<file path="src/rtl/dea_pkg.sv">
// Shared types and constants for the DEA encryption engine front end.
package dea_pkg;

    localparam int unsigned DEF_MAX_DATA       = 100;
    localparam int unsigned DEF_MAX_KEY        = 4;
    localparam int unsigned DEF_TIMEOUT_CYCLES = 1000000;

    typedef enum logic [2:0] {
        S_DLEN = 3'd0,
        S_DATA = 3'd1,
        S_KLEN = 3'd2,
        S_KEY  = 3'd3,
        S_FULL = 3'd4,
        S_ERR  = 3'd5
    } rxState_t;

    localparam logic [1:0] ERR_NONE    = 2'd0;
    localparam logic [1:0] ERR_DLEN    = 2'd1;
    localparam logic [1:0] ERR_KLEN    = 2'd2;
    localparam logic [1:0] ERR_TIMEOUT = 2'd3;

endpackage

</file>
<file path="src/rtl/dea_byte_ram.sv">
// Single-write, single-registered-read byte buffer; out-of-range reads return 0.
module dea_byte_ram #(
    parameter int unsigned DEPTH = 4,
    parameter int unsigned AW    = 2
) (
    input  logic          Clk_100M,
    input  logic          Reset,
    input  logic          wrEn,
    input  logic [AW-1:0] wrAddr,
    input  logic [7:0]    wrData,
    input  logic [AW-1:0] rdAddr,
    output logic [7:0]    rdData
);

    logic [7:0] mem [DEPTH];
    logic       rdInRange;

    assign rdInRange = (32'(rdAddr) < DEPTH);

    // Storage is deliberately not reset
    always_ff @(posedge Clk_100M) begin
        if (wrEn) begin
            mem[wrAddr] <= wrData;
        end
    end

    always_ff @(posedge Clk_100M) begin
        if (Reset) begin
            rdData <= 8'd0;
        end else if (rdInRange) begin
            rdData <= mem[rdAddr];
        end else begin
            rdData <= 8'd0;
        end
    end

endmodule

</file>
<file path="src/rtl/dea_frame_rx.sv">
// Length-prefixed frame parser: [data_len][data][key_len][key] into data/key buffers.
// Optional inter-byte timeout enabled with `define DEA_FRAME_RX_TIMEOUT_EN.
module dea_frame_rx
    import dea_pkg::*;
#(
    parameter int unsigned MAX_DATA       = DEF_MAX_DATA,
    parameter int unsigned MAX_KEY        = DEF_MAX_KEY,
    parameter int unsigned TIMEOUT_CYCLES = DEF_TIMEOUT_CYCLES
) (
    input  logic       Clk_100M,
    input  logic       Reset,
    input  logic [7:0] Rx_Data,
    input  logic       Rx_Ready,
    output logic       Rx_Ack,
    input  logic [6:0] data_rd_addr,
    output logic [7:0] data_rd_byte,
    input  logic [1:0] key_rd_addr,
    output logic [7:0] key_rd_byte,
    output logic [7:0] data_len,
    output logic [7:0] key_len,
    output logic       frame_valid,
    output logic       frame_err,
    output logic [1:0] err_code,
    input  logic       frame_clear
);

    rxState_t   state, stateNxt;
    logic [7:0] cnt, cntNxt;
    logic [7:0] dataLenNxt, keyLenNxt;
    logic [1:0] errCodeNxt;
    logic       ackNxt;
    logic       accept;
    logic       dataWe, keyWe;

`ifdef DEA_FRAME_RX_TIMEOUT_EN
    logic [31:0] idleCnt, idleNxt;
`endif

    // One byte per Ready pulse; S_FULL applies backpressure by withholding the ack
    assign accept = Rx_Ready && !Rx_Ack && (state != S_FULL);

    always_ff @(posedge Clk_100M) begin
        if (Reset) begin
            state       <= S_DLEN;
            cnt         <= 8'd0;
            Rx_Ack      <= 1'b0;
            data_len    <= 8'd0;
            key_len     <= 8'd0;
            frame_valid <= 1'b0;
            frame_err   <= 1'b0;
            err_code    <= ERR_NONE;
`ifdef DEA_FRAME_RX_TIMEOUT_EN
            idleCnt     <= 32'd0;
`endif
        end else begin
            state       <= stateNxt;
            cnt         <= cntNxt;
            Rx_Ack      <= ackNxt;
            data_len    <= dataLenNxt;
            key_len     <= keyLenNxt;
            frame_valid <= (stateNxt == S_FULL);
            frame_err   <= (stateNxt == S_ERR);
            err_code    <= errCodeNxt;
`ifdef DEA_FRAME_RX_TIMEOUT_EN
            idleCnt     <= idleNxt;
`endif
        end
    end

    always_comb begin
        stateNxt   = state;
        cntNxt     = cnt;
        dataLenNxt = data_len;
        keyLenNxt  = key_len;
        errCodeNxt = err_code;
        dataWe     = 1'b0;
        keyWe      = 1'b0;
        ackNxt     = accept || (Rx_Ack && Rx_Ready);
`ifdef DEA_FRAME_RX_TIMEOUT_EN
        idleNxt    = 32'd0;
`endif

        case (state)
            S_DLEN, S_DATA, S_KLEN, S_KEY: begin
                // Clear outranks a coincident byte: it is acked but dropped
                if (frame_clear) begin
                    stateNxt = S_DLEN;
                end else if (accept) begin
                    case (state)
                        S_DLEN: begin
                            if ((Rx_Data == 8'd0) || (32'(Rx_Data) > MAX_DATA)) begin
                                stateNxt   = S_ERR;
                                errCodeNxt = ERR_DLEN;
                            end else begin
                                dataLenNxt = Rx_Data;
                                cntNxt     = 8'd0;
                                stateNxt   = S_DATA;
                            end
                        end
                        S_DATA: begin
                            dataWe = 1'b1;
                            cntNxt = cnt + 8'd1;
                            if (cnt == data_len - 8'd1) begin
                                stateNxt = S_KLEN;
                            end
                        end
                        S_KLEN: begin
                            if ((Rx_Data == 8'd0) || (32'(Rx_Data) > MAX_KEY)) begin
                                stateNxt   = S_ERR;
                                errCodeNxt = ERR_KLEN;
                            end else begin
                                keyLenNxt = Rx_Data;
                                cntNxt    = 8'd0;
                                stateNxt  = S_KEY;
                            end
                        end
                        S_KEY: begin
                            keyWe  = 1'b1;
                            cntNxt = cnt + 8'd1;
                            if (cnt == key_len - 8'd1) begin
                                stateNxt = S_FULL;
                            end
                        end
                        default: stateNxt = S_DLEN;
                    endcase
                end
`ifdef DEA_FRAME_RX_TIMEOUT_EN
                else if (state != S_DLEN) begin
                    idleNxt = idleCnt + 32'd1;
                    if (idleNxt >= TIMEOUT_CYCLES) begin
                        stateNxt   = S_ERR;
                        errCodeNxt = ERR_TIMEOUT;
                    end
                end
`endif
            end
            S_FULL: begin
                if (frame_clear) begin
                    stateNxt = S_DLEN;
                end
            end
            S_ERR: begin
                if (frame_clear) begin
                    stateNxt   = S_DLEN;
                    errCodeNxt = ERR_NONE;
                end
            end
            default: stateNxt = S_DLEN;
        endcase
    end

    dea_byte_ram #(
        .DEPTH (MAX_DATA),
        .AW    (7)
    ) u_data_ram (
        .Clk_100M (Clk_100M),
        .Reset    (Reset),
        .wrEn     (dataWe),
        .wrAddr   (7'(cnt)),
        .wrData   (Rx_Data),
        .rdAddr   (data_rd_addr),
        .rdData   (data_rd_byte)
    );

    dea_byte_ram #(
        .DEPTH (MAX_KEY),
        .AW    (2)
    ) u_key_ram (
        .Clk_100M (Clk_100M),
        .Reset    (Reset),
        .wrEn     (keyWe),
        .wrAddr   (2'(cnt)),
        .wrData   (Rx_Data),
        .rdAddr   (key_rd_addr),
        .rdData   (key_rd_byte)
    );

endmodule

</file>
<file path="config.mk">
export PLATFORM = sky130hd
export DESIGN_NAME = dea_frame_rx
export DESIGN_NICKNAME = d
export VERILOG_FILES = /design/src/rtl/dea_pkg.sv /design/src/rtl/dea_byte_ram.sv /design/src/rtl/dea_frame_rx.sv
export SDC_FILE = /design/constraint.sdc
export NUM_CORES = 1
export LEC_CHECK = 0
export ABC_AREA = 0
export CORE_UTILIZATION = 44
export DETAILED_ROUTE_END_ITERATION = 12
export HOLD_SLACK_MARGIN = 0.03
export SLEW_MARGIN = 20
export SYNTH_ARGS = -nofsm -noshare
export SYNTH_HDL_FRONTEND = slang
export SYNTH_SLANG_ARGS = --single-unit
</file>
<file path="constraint.sdc">
create_clock -name Clk_100M -period 9.8 [get_ports Clk_100M]
set_input_delay 2.94 -clock Clk_100M [delete_from_list [all_inputs] [get_ports Clk_100M]]
set_output_delay 2.94 -clock Clk_100M [all_outputs]
set_load 0.05 [all_outputs]
</file>
* Word level (Yosys, flattened, before mapping)
Memory sizes are Yosys's and may differ from the RTL's. A register that Yosys moved wholly into a read port is not among the register bits.
Cells that the tools add are included.
** Storage, ports and cells
- Register bits after elaboration :: 32
- Bits in writable memories :: 832
- Input bits :: 21
- Output and inout bits :: 37
- Word-level logic and storage cells :: 88
- Memories kept :: 2
** Memories
- u_data_ram.mem :: words 100, width 8, read ports 1, clocked after Yosys merged registers in 1, write ports 1, line dea_byte_ram.sv:15 : logic [7:0] mem [DEPTH];
- u_key_ram.mem :: words 4, width 8, read ports 1, clocked after Yosys merged registers in 1, write ports 1, line dea_byte_ram.sv:15
** Operators by class
- Add/sub/neg operators :: 3
- $lt $le $gt $ge :: 3
- Eq/ne operators :: 18
- Multiplexer cells :: 31
- Bitwise operators :: 4
- Reduce and logical (&&, ||, !) cells :: 19
** Operators with widths (number)
- 8-bit case mux with 3 select lines :: 1
- 3-bit two-way mux :: 7
- 8-bit == test :: 2
- 8-bit two-way mux :: 2
- 8-bit by 1-bit subtractor with 8-bit output (second input constant) :: 2
- 3-bit == test (second input constant) :: 4
- 1-bit two-way mux :: 12
- 3-bit != test (second input constant) :: 4
- 3-bit case mux with 4 select lines :: 1
- 2-bit two-way mux :: 5
- 2-bit != test (second input constant) :: 5
- 5-bit AND reduction :: 2
- 8-bit by 1-bit adder with 8-bit output (second input constant) :: 1
- 8-bit by 3-bit > comparator with 1-bit output (second input constant) :: 1
- 8-bit by 7-bit > comparator with 1-bit output (second input constant) :: 1
- 8-bit logical NOT :: 1
- 2-bit case mux with 2 select lines :: 2
- 7-bit less-than comparator (second input constant) :: 1
- 7-bit AND reduction :: 1
- 3-bit by 2-bit == test with 1-bit output (second input constant) :: 2
- 3-bit case mux with 2 select lines :: 1
- 6-bit AND reduction :: 1
- 2-bit OR reduction :: 3
- 1-bit NOT :: 4
- other kinds (8) :: 12

* Longest topological paths before layout
Gate-level depths: netlist of run 1.
- Depth after elaboration :: 8
- Depth in mapped cells :: 12
- Depth with buffers taken out :: 9

* Cells and area by module
Synthesis of run 1 repeated with hierarchy kept, for this count alone.
** Unflattened totals
- Cells, all modules :: 1806
- Area, all modules :: 34857.2 µm²
** By module, submodules not included
- dea_byte_ram (u_data_ram) :: times used 1, cells each 1488, area an instance 31472.7 µm²
- dea_frame_rx :: times used 1, cells each 243, area an instance 1970.6 µm²
- dea_byte_ram (u_key_ram) :: times used 1, cells each 75, area an instance 1413.9 µm²

* Worst setup path before layout of run 1
OpenSTA, ideal clock, no wires.
- Path kind :: in2reg
- Start point :: in frame_clear
- End point :: mem u_data_ram.mem[30][0], enable pin
- Arrival :: 4.734 ns
- Data required time :: 9.430 ns
- Slack :: 4.696 ns
- Stages :: 6
- Buffers on the path :: 2
- Cells stage by stage :: or4b_1 > clkbuf_1 > nor3_1 > nand3_1 > clkbuf_1 > nor2_1
** Between the ends
- Longest elaborated chain between the ends :: 4
** Ends and longest elaborated chain
- start, declared :: line dea_frame_rx.sv:24 : input logic frame_clear
- 1-bit two-way mux :: line dea_frame_rx.sv:86 : if (frame_clear) begin
- 1-bit two-way mux :: line dea_frame_rx.sv:83 : case (state)
- 1-bit two-way mux :: line dea_byte_ram.sv:22 : if (wrEn) begin
- 1-bit two-way mux (not written as such) :: line dea_byte_ram.sv:23 : mem[wrAddr] <= wrData;
- end, declared :: line dea_byte_ram.sv:15
No other way between the ends.

* Final worst setup path of run 1
- Start point :: in frame_clear
- End point :: mem u_data_ram.mem[6][6], enable pin
The elaborated chain is that of the path after synthesis.

==> run_results.csv, run 1 <==
group,metric,value,unit
status,status,"finished clean",
placement,numPortBuffers,57,
setup_path,cp-start-kind,"input port",
setup_path,critPathMaxStageDelay,0.72,ns
power,powerDensity,204,mW/mm2
synth,synth_top_area_share,71.9,%
clock_tree,clk_latency,0.65,ns
power,vdd_drop_max,0.130,mV
placement,dp.cells,2799,
power,p_switching,1700,uW
floorplan,die_area,0.0801,mm2
clock_tree,clk_pin_slew_worst_paths,0.06,ns
clock_tree,cts_buffer_depth,3,
clock_tree,root_buffer,"clkbuf_16",
synth,yosysUniqueCellTypes,71,
global_routing,grt_first_pass_wirelength,128000,um
cells_and_area,synthToLayoutAreaGrowth,13.2,%
clock_tree,cts_buffers,91,
cells_and_area,nNetsFinal,1879,
synth,ys_seq_area_share,74.7,%
global_routing,grt_max_degree,86,
cells_and_area,layout_common_cells,"edfxtp_1, mux4_2, nor2_1",
power,internal_power,6310,uW
clock_tree,cts-resized-gates,0,
synth,yosysTopAreaCell,"edfxtp_1",
synth,yosys_warnings,0,
timing,worst_pin_slew,0.992,ns
power,p_seq_share,51.5,%
detailed_routing,vias,17700,
synth,ys_ff_latch,880,
clock_tree,cts.sinks,880,
floorplan,die_w,283,um
detailed_routing,final_antenna_net_count,0,
global_routing,first_global_vias,18000,
floorplan,fp-row-count,102,
power,p_leak,0.0122,uW
synth,syn_inst,1764,
floorplan,initial_utilization,44.7,%
setup_path,reg2reg_depth,5,
min_path,hp-class,"flip-flop to flip-flop",
timing,relSlewSlack,33.6,%
timing,rsz0062_at_grt,"false",
floorplan,core,0.0777,mm2
synth,syn-num-nets,1791,
cells_and_area,drive_gt1_share,20.9,%
timing,layout_setup_ws,3.86,ns
timing,min_period_over_period,60.6,%
detailed_routing,via_per_inst,5.97,
timing,fin_skew,0.0246,ns
floorplan,io_pins,58,
global_routing,grtUsageTotal,21.9,%
timing,tns,0,ns
min_path,whs_path_depth,1,
timing,fmax,168,MHz
timing,setup_violations,0,
clock_tree,postCtsSetupRepairBufs,0,
setup_path,critPathSlowestCell,"or4b_1",
clock_tree,cts_max_level,3,
setup_path,crit_chain,"clkdlybuf4s50_1, or4b_1, nor3_1, nand3_1, buf_4, nor2_1",
timing,hold_slack,0.501,ns
placement,place_area,0.0363,mm2
setup_path,critPathKind,"input port to flip-flop",
clock_tree,ctsHoldBuffers,0,
timing,min_period,5.94,ns
cells_and_area,final_common_cell,"edfxtp_1",
setup_path,required,10.07,ns
power,switching_share,21.2,%
timing,finalHoldViolCount,0,
synth,synth-async-reset-ratio,0,%
power,p_clk_share,43.7,%
synth,synth-main-ff-cell,"edfxtp_1",
timing,slew_violations,0,
detailed_routing,drc,0,
clock_tree,cts_tree,"built",
power,combPwrFrac,4.9,%
cells_and_area,stdcell_count,2969,
placement,dp_slack,3.25,ns
detailed_routing,drt_iter0_drc,2194,
placement,gp_congestion,0.860,
setup_path,cp.arrival,6.21,ns
detailed_routing,firstDrtPassIters,6,
placement,hpwl,53200,um
synth,netlist_area,0.0347,mm2
synth,synthTopCellsByArea,"edfxtp_1, mux4_2, dfxtp_1, nor2_1, mux2i_1",
detailed_routing,wl_per_cell,29.4,um
detailed_routing,wirelength,87400,um
run,max_cap_viol_count,0,
synth,synth_area_per_cell,19.7,um2
setup_path,worst-path-max-fanout,8,
cells_and_area,fin_area,0.0393,mm2
setup_path,crit_path_end_kind,"flip-flop",
global_routing,grt_remaining_overflow,0,
global_routing,antenna_found_initial,2,
floorplan,die_h,283,um
synth,synth_edf_count,832,
==> critical path, delay by kind of cell <==
family | cells | cell delay, ns
buffers and inverters | 2 | 0.94
and+or+nand+nor | 4 | 2.32
==> worst paths after layout <==
check / start / end / slack [ns]
min: data_len[7] / data_len[7] / 0.50
min reg2reg: data_len[7] / data_len[7] / 0.50
max reg2reg: state[2] / u_data_ram.mem[6][6] / 6.24
max: frame_clear / u_data_ram.mem[6][6] / 3.86
==> area by class of cell <==
| class | instances | area, um2 |
|---|---|---|
| Fill cell | 6190 | 38400 |
| Sequential cell | 880 | 25900 |
| Inverter | 15 | 56.3 |
| Antenna cell | 1 | 2.50 |
| Clock buffer | 118 | 2450 |
| Clock inverter | 51 | 569 |
| Timing Repair Buffer | 89 | 806 |
| Tap cell | 1040 | 1300 |
| Multi-Input combinational cell | 775 | 8170 |
==> per-stage QoR <==
step	total power [uW]	util (%)
4_1_cts	8060	50.6
5_1_grt	8210	50.6
6_report	8010	50.6
2_1_floorplan	4430	-
3_5_place_dp	4600	46.7
3_3_place_gp	4600	46.7
==> synthesized netlist by cell type, types with 4 or more instances <==
| cell type | n |
|---|---|
| mux4_2 | 204 |
| or3_1 | 9 |
| o221ai_1 | 4 |
| o211ai_1 | 8 |
| o22ai_1 | 10 |
| a21oi_1 | 24 |
| a221oi_1 | 13 |
| xor2_1 | 15 |
| nand3_1 | 20 |
| nor3_1 | 18 |
| o21ai_0 | 17 |
| xnor2_1 | 12 |
| nand2_1 | 52 |
| a211oi_1 | 18 |
| mux2i_1 | 55 |
| buf_2 | 26 |
| nand2b_1 | 9 |
| dfxtp_1 | 48 |
| and2_1 | 11 |
| a22o_1 | 6 |
| buf_4 | 12 |
| inv_1 | 13 |
| ha_1 | 6 |
| nand4_1 | 4 |
| buf_6 | 16 |
| clkbuf_1 | 36 |
| nor3b_1 | 4 |
| mux2_2 | 10 |
| a22oi_1 | 8 |
| edfxtp_1 | 832 |
| a31oi_1 | 6 |
| o21a_1 | 4 |
| nor2b_1 | 28 |
| nor2_1 | 151 |
==> registers in the layout, indices dropped and copies added (netlist names) <==
| signal | count |
|---|---|
| u_data_ram.rdData | 8 |
| u_data_ram.mem | 800 |
| err_code | 2 |
| frame_err | 1 |
| state | 3 |
| u_key_ram.rdData | 8 |
| key_len | 8 |
| u_key_ram.mem | 32 |
| data_len | 8 |
| cnt | 8 |
| Rx_Ack | 1 |
| frame_valid | 1 |
==> logic make-up (layout without fill, tap and decap cells) <==
family | after synthesis | after routing | share of synthesized area (%)
DFF | 880 | 880 | 74.7
and+or+nand+nor | 327 | 327 | 4.44
muxes | 269 | 269 | 15.1
AOI/OAI and AO/OA | 146 | 146 | 3.03
buffers and inverters | 109 | 273 | 1.78
xor gates and xnor gates | 27 | 27 | 0.681
adders and majority gates | 6 | 6 | 0.216
other | 0 | 1 | 0
==> power by group through the flow <==
| stage | Sequential [uW] | Combinational, uW | Clock [uW] |
|---|---|---|---|
| after floorplan | 4220 | 206 | 0 |
| after global placement | 4200 | 392 | 0 |
| after CTS | 4120 | 395 | 3540 |
| after detailed placement | 4200 | 395 | 0 |
| after global routing | 4120 | 411 | 3680 |
| final | 4120 | 390 | 3500 |
==> metal layers <==
layer | vias to the layer above | wire, um | global-route usage, %
met3 | 133 | 6220 | 3.95
met4 | 0 | 2050 | 5.87
met5 | - | 0 | 0
met2 | 754 | 42000 | 34.9
li1 | 7380 | - | -
met1 | 9472 | 37100 | 31.1
Power figures use the tool's default switching activity.
==> inputs of run 2 (changes only) <==
==> constraint.sdc (replaced) <==
create_clock -name Clk_100M -period 5.7 [get_ports Clk_100M]
set_input_delay 1.71 -clock Clk_100M [delete_from_list [all_inputs] [get_ports Clk_100M]]
set_output_delay 1.71 -clock Clk_100M [all_outputs]
set_load 0.05 [all_outputs]
==> run_results.csv, run 2 (synthesis gave the netlist of run 1 again) <==
group,metric,value,unit
status,status,"finished clean",
placement,dp_slack,0.894,ns
detailed_routing,via_per_inst,5.89,
cells_and_area,fin_area,0.0395,mm2
cells_and_area,layout_common_cells,"edfxtp_1, mux4_2, nor2_1",
timing,slew_violations,0,
global_routing,grtUsageTotal,22.0,%
global_routing,grt_use_met1,31.0,%
cells_and_area,multi_input_area,0.00816,mm2
global_routing,use_met2,33.7,%
min_path,hp-class,"flip-flop to flip-flop",
cells_and_area,reg.largest.list,"u_data_ram.mem: 800 flops, u_key_ram.mem: 32 flops",
detailed_routing,vias,17700,
cells_and_area,drive_gt1_share,22.6,%
timing,fmax,239,MHz
clock_tree,cts.sinks,880,
floorplan,die_area,0.0801,mm2
power,combPwrFrac,5.1,%
clock_tree,clk_latency,0.64,ns
clock_tree,cts_buffer_depth,3,
placement,gp_congestion,0.862,
setup_path,critPathMaxStageDelay,0.72,ns
timing,min_period_over_period,73.4,%
timing,min_period,4.18,ns
detailed_routing,final_antenna_net_count,0,
power,p_seq_share,52.2,%
cells_and_area,n_antenna_cell,0,
run,max_cap_viol_count,0,
clock_tree,clk_pin_slew_worst_paths,0.06,ns
global_routing,grt_first_pass_wirelength,127000,um
clock_tree,cts-resized-gates,0,
setup_path,critPathSlowestCell,"or4b_1",
timing,layout_setup_ws,1.52,ns
clock_tree,ctsHoldBuffers,0,
cells_and_area,largest-register,"u_data_ram.mem",
power,vdd_drop_max,0.240,mV
detailed_routing,drt_iter0_drc,1936,
setup_path,crit_path_end_kind,"flip-flop",
clock_tree,root_buffer,"clkbuf_16",
clock_tree,cts_max_level,3,
clock_tree,cts_tree,"built",
timing,finalHoldViolCount,0,
detailed_routing,wl_per_cell,29.0,um
detailed_routing,drc,0,
setup_path,crit_buf_inv,2,
floorplan,die_h,283,um
power,switching_share,21.5,%
setup_path,critPathKind,"input port to flip-flop",
power,internal_power,10700,uW
power,p_clk_share,42.7,%
cells_and_area,synthToLayoutAreaGrowth,13.9,%
timing,fin_skew,0.0217,ns
floorplan,die_w,283,um
global_routing,grt_max_degree,92,
setup_path,worst-path-max-fanout,12,
detailed_routing,firstDrtPassIters,5,
timing,relSlewSlack,28.4,%
setup_path,r2r_slack,2.64,ns
setup_path,required,5.95,ns
global_routing,busiest_layer,"met2",
global_routing,use_met3,5.12,%
global_routing,grt_remaining_overflow,0,
global_routing,first_global_vias,18100,
placement,place_area,0.0366,mm2
clock_tree,cts_buffers,91,
floorplan,fp-row-count,102,
clock_tree,postCtsSetupRepairBufs,0,
power,p_leak,0.0124,uW
timing,setup_violations,0,
floorplan,initial_utilization,44.7,%
cells_and_area,register_area,0.0259,mm2
cells_and_area,final_common_cell,"edfxtp_1",
placement,numPortBuffers,57,
setup_path,cp-start-kind,"input port",
floorplan,io_pins,58,
power,p_switching,2920,uW
cells_and_area,nNetsFinal,1913,
floorplan,core,0.0777,mm2
cells_and_area,largest_reg_flops,800,
timing,rsz0062_at_grt,"false",
setup_path,crit_chain,"clkdlybuf4s50_1, or4b_1, nor3_1, nand3_1, buf_4, nor2_1",
timing,worst_pin_slew,1.07,ns
setup_path,cp.arrival,4.44,ns
detailed_routing,wirelength,87100,um
power,powerDensity,344,mW/mm2
setup_path,cp_top_family,"simple AND/OR/NAND/NOR gates",
placement,hpwl,54500,um
power,power,13600,uW
timing,tns,0,ns
global_routing,antenna_found_initial,3,
cells_and_area,fillers,6176,
==> run 2: cell types whose count changed in the layout (fill, tap and decap cells not counted), sizes merged <==
cell	change
buf	+34
clkbuf	-12
clkinv	+12
bufinv	-4
clkinvlp	+2
inv	+2
diode	-1
==> run 2: metal layers <==
metal	vias up	part of all wire, %
li1	7462	-
met2	821	47
met4	2	3.3
met3	151	8.1
met1	9235	42
met5	-	0.014
==> run 2: layout make-up <==
cell class / instances / share of cell area [%]
tap: 1040 / 3.29
clock inverter: 63 / 1.36
clock buffer: 106 / 6.06
multi-input combinational: 775 / 20.6
inverter: 15 / 0.142
sequential: 880 / 65.6
timing repair buffer: 123 / 2.88
==> run 2: stage by stage <==
stage	hold WS, ns	util, %	cells
detailed placement	0.490	47.1	2833
CTS	0.506	50.9	3002
finish	0.505	50.9	3002
global placement	0.494	47.1	2833
global route	0.520	50.9	3002
floorplan	0.543	-	1764
==> run 2: final timing paths <==
| check | startpoint | endpoint | cells after the start |
|---|---|---|---|
| hold reg to reg | key_len[7] | key_len[7] | 1 |
| setup reg to reg | state[2] | u_data_ram.mem[95][6] | 5 |
| hold / removal | key_len[7] | key_len[7] | 1 |
| setup / recovery | frame_clear | u_data_ram.mem[95][6] | 6 |
==> run 2: power groups by stage <==
stage / combinational [uW] / sequential [uW] / clock [uW]
final: 696 / 7090 / 5810
after global routing: 735 / 7090 / 6160
after CTS: 703 / 7090 / 5910
after detailed placement: 702 / 7220 / 0
after global placement: 698 / 7220 / 0
after floorplan: 354 / 7260 / 0
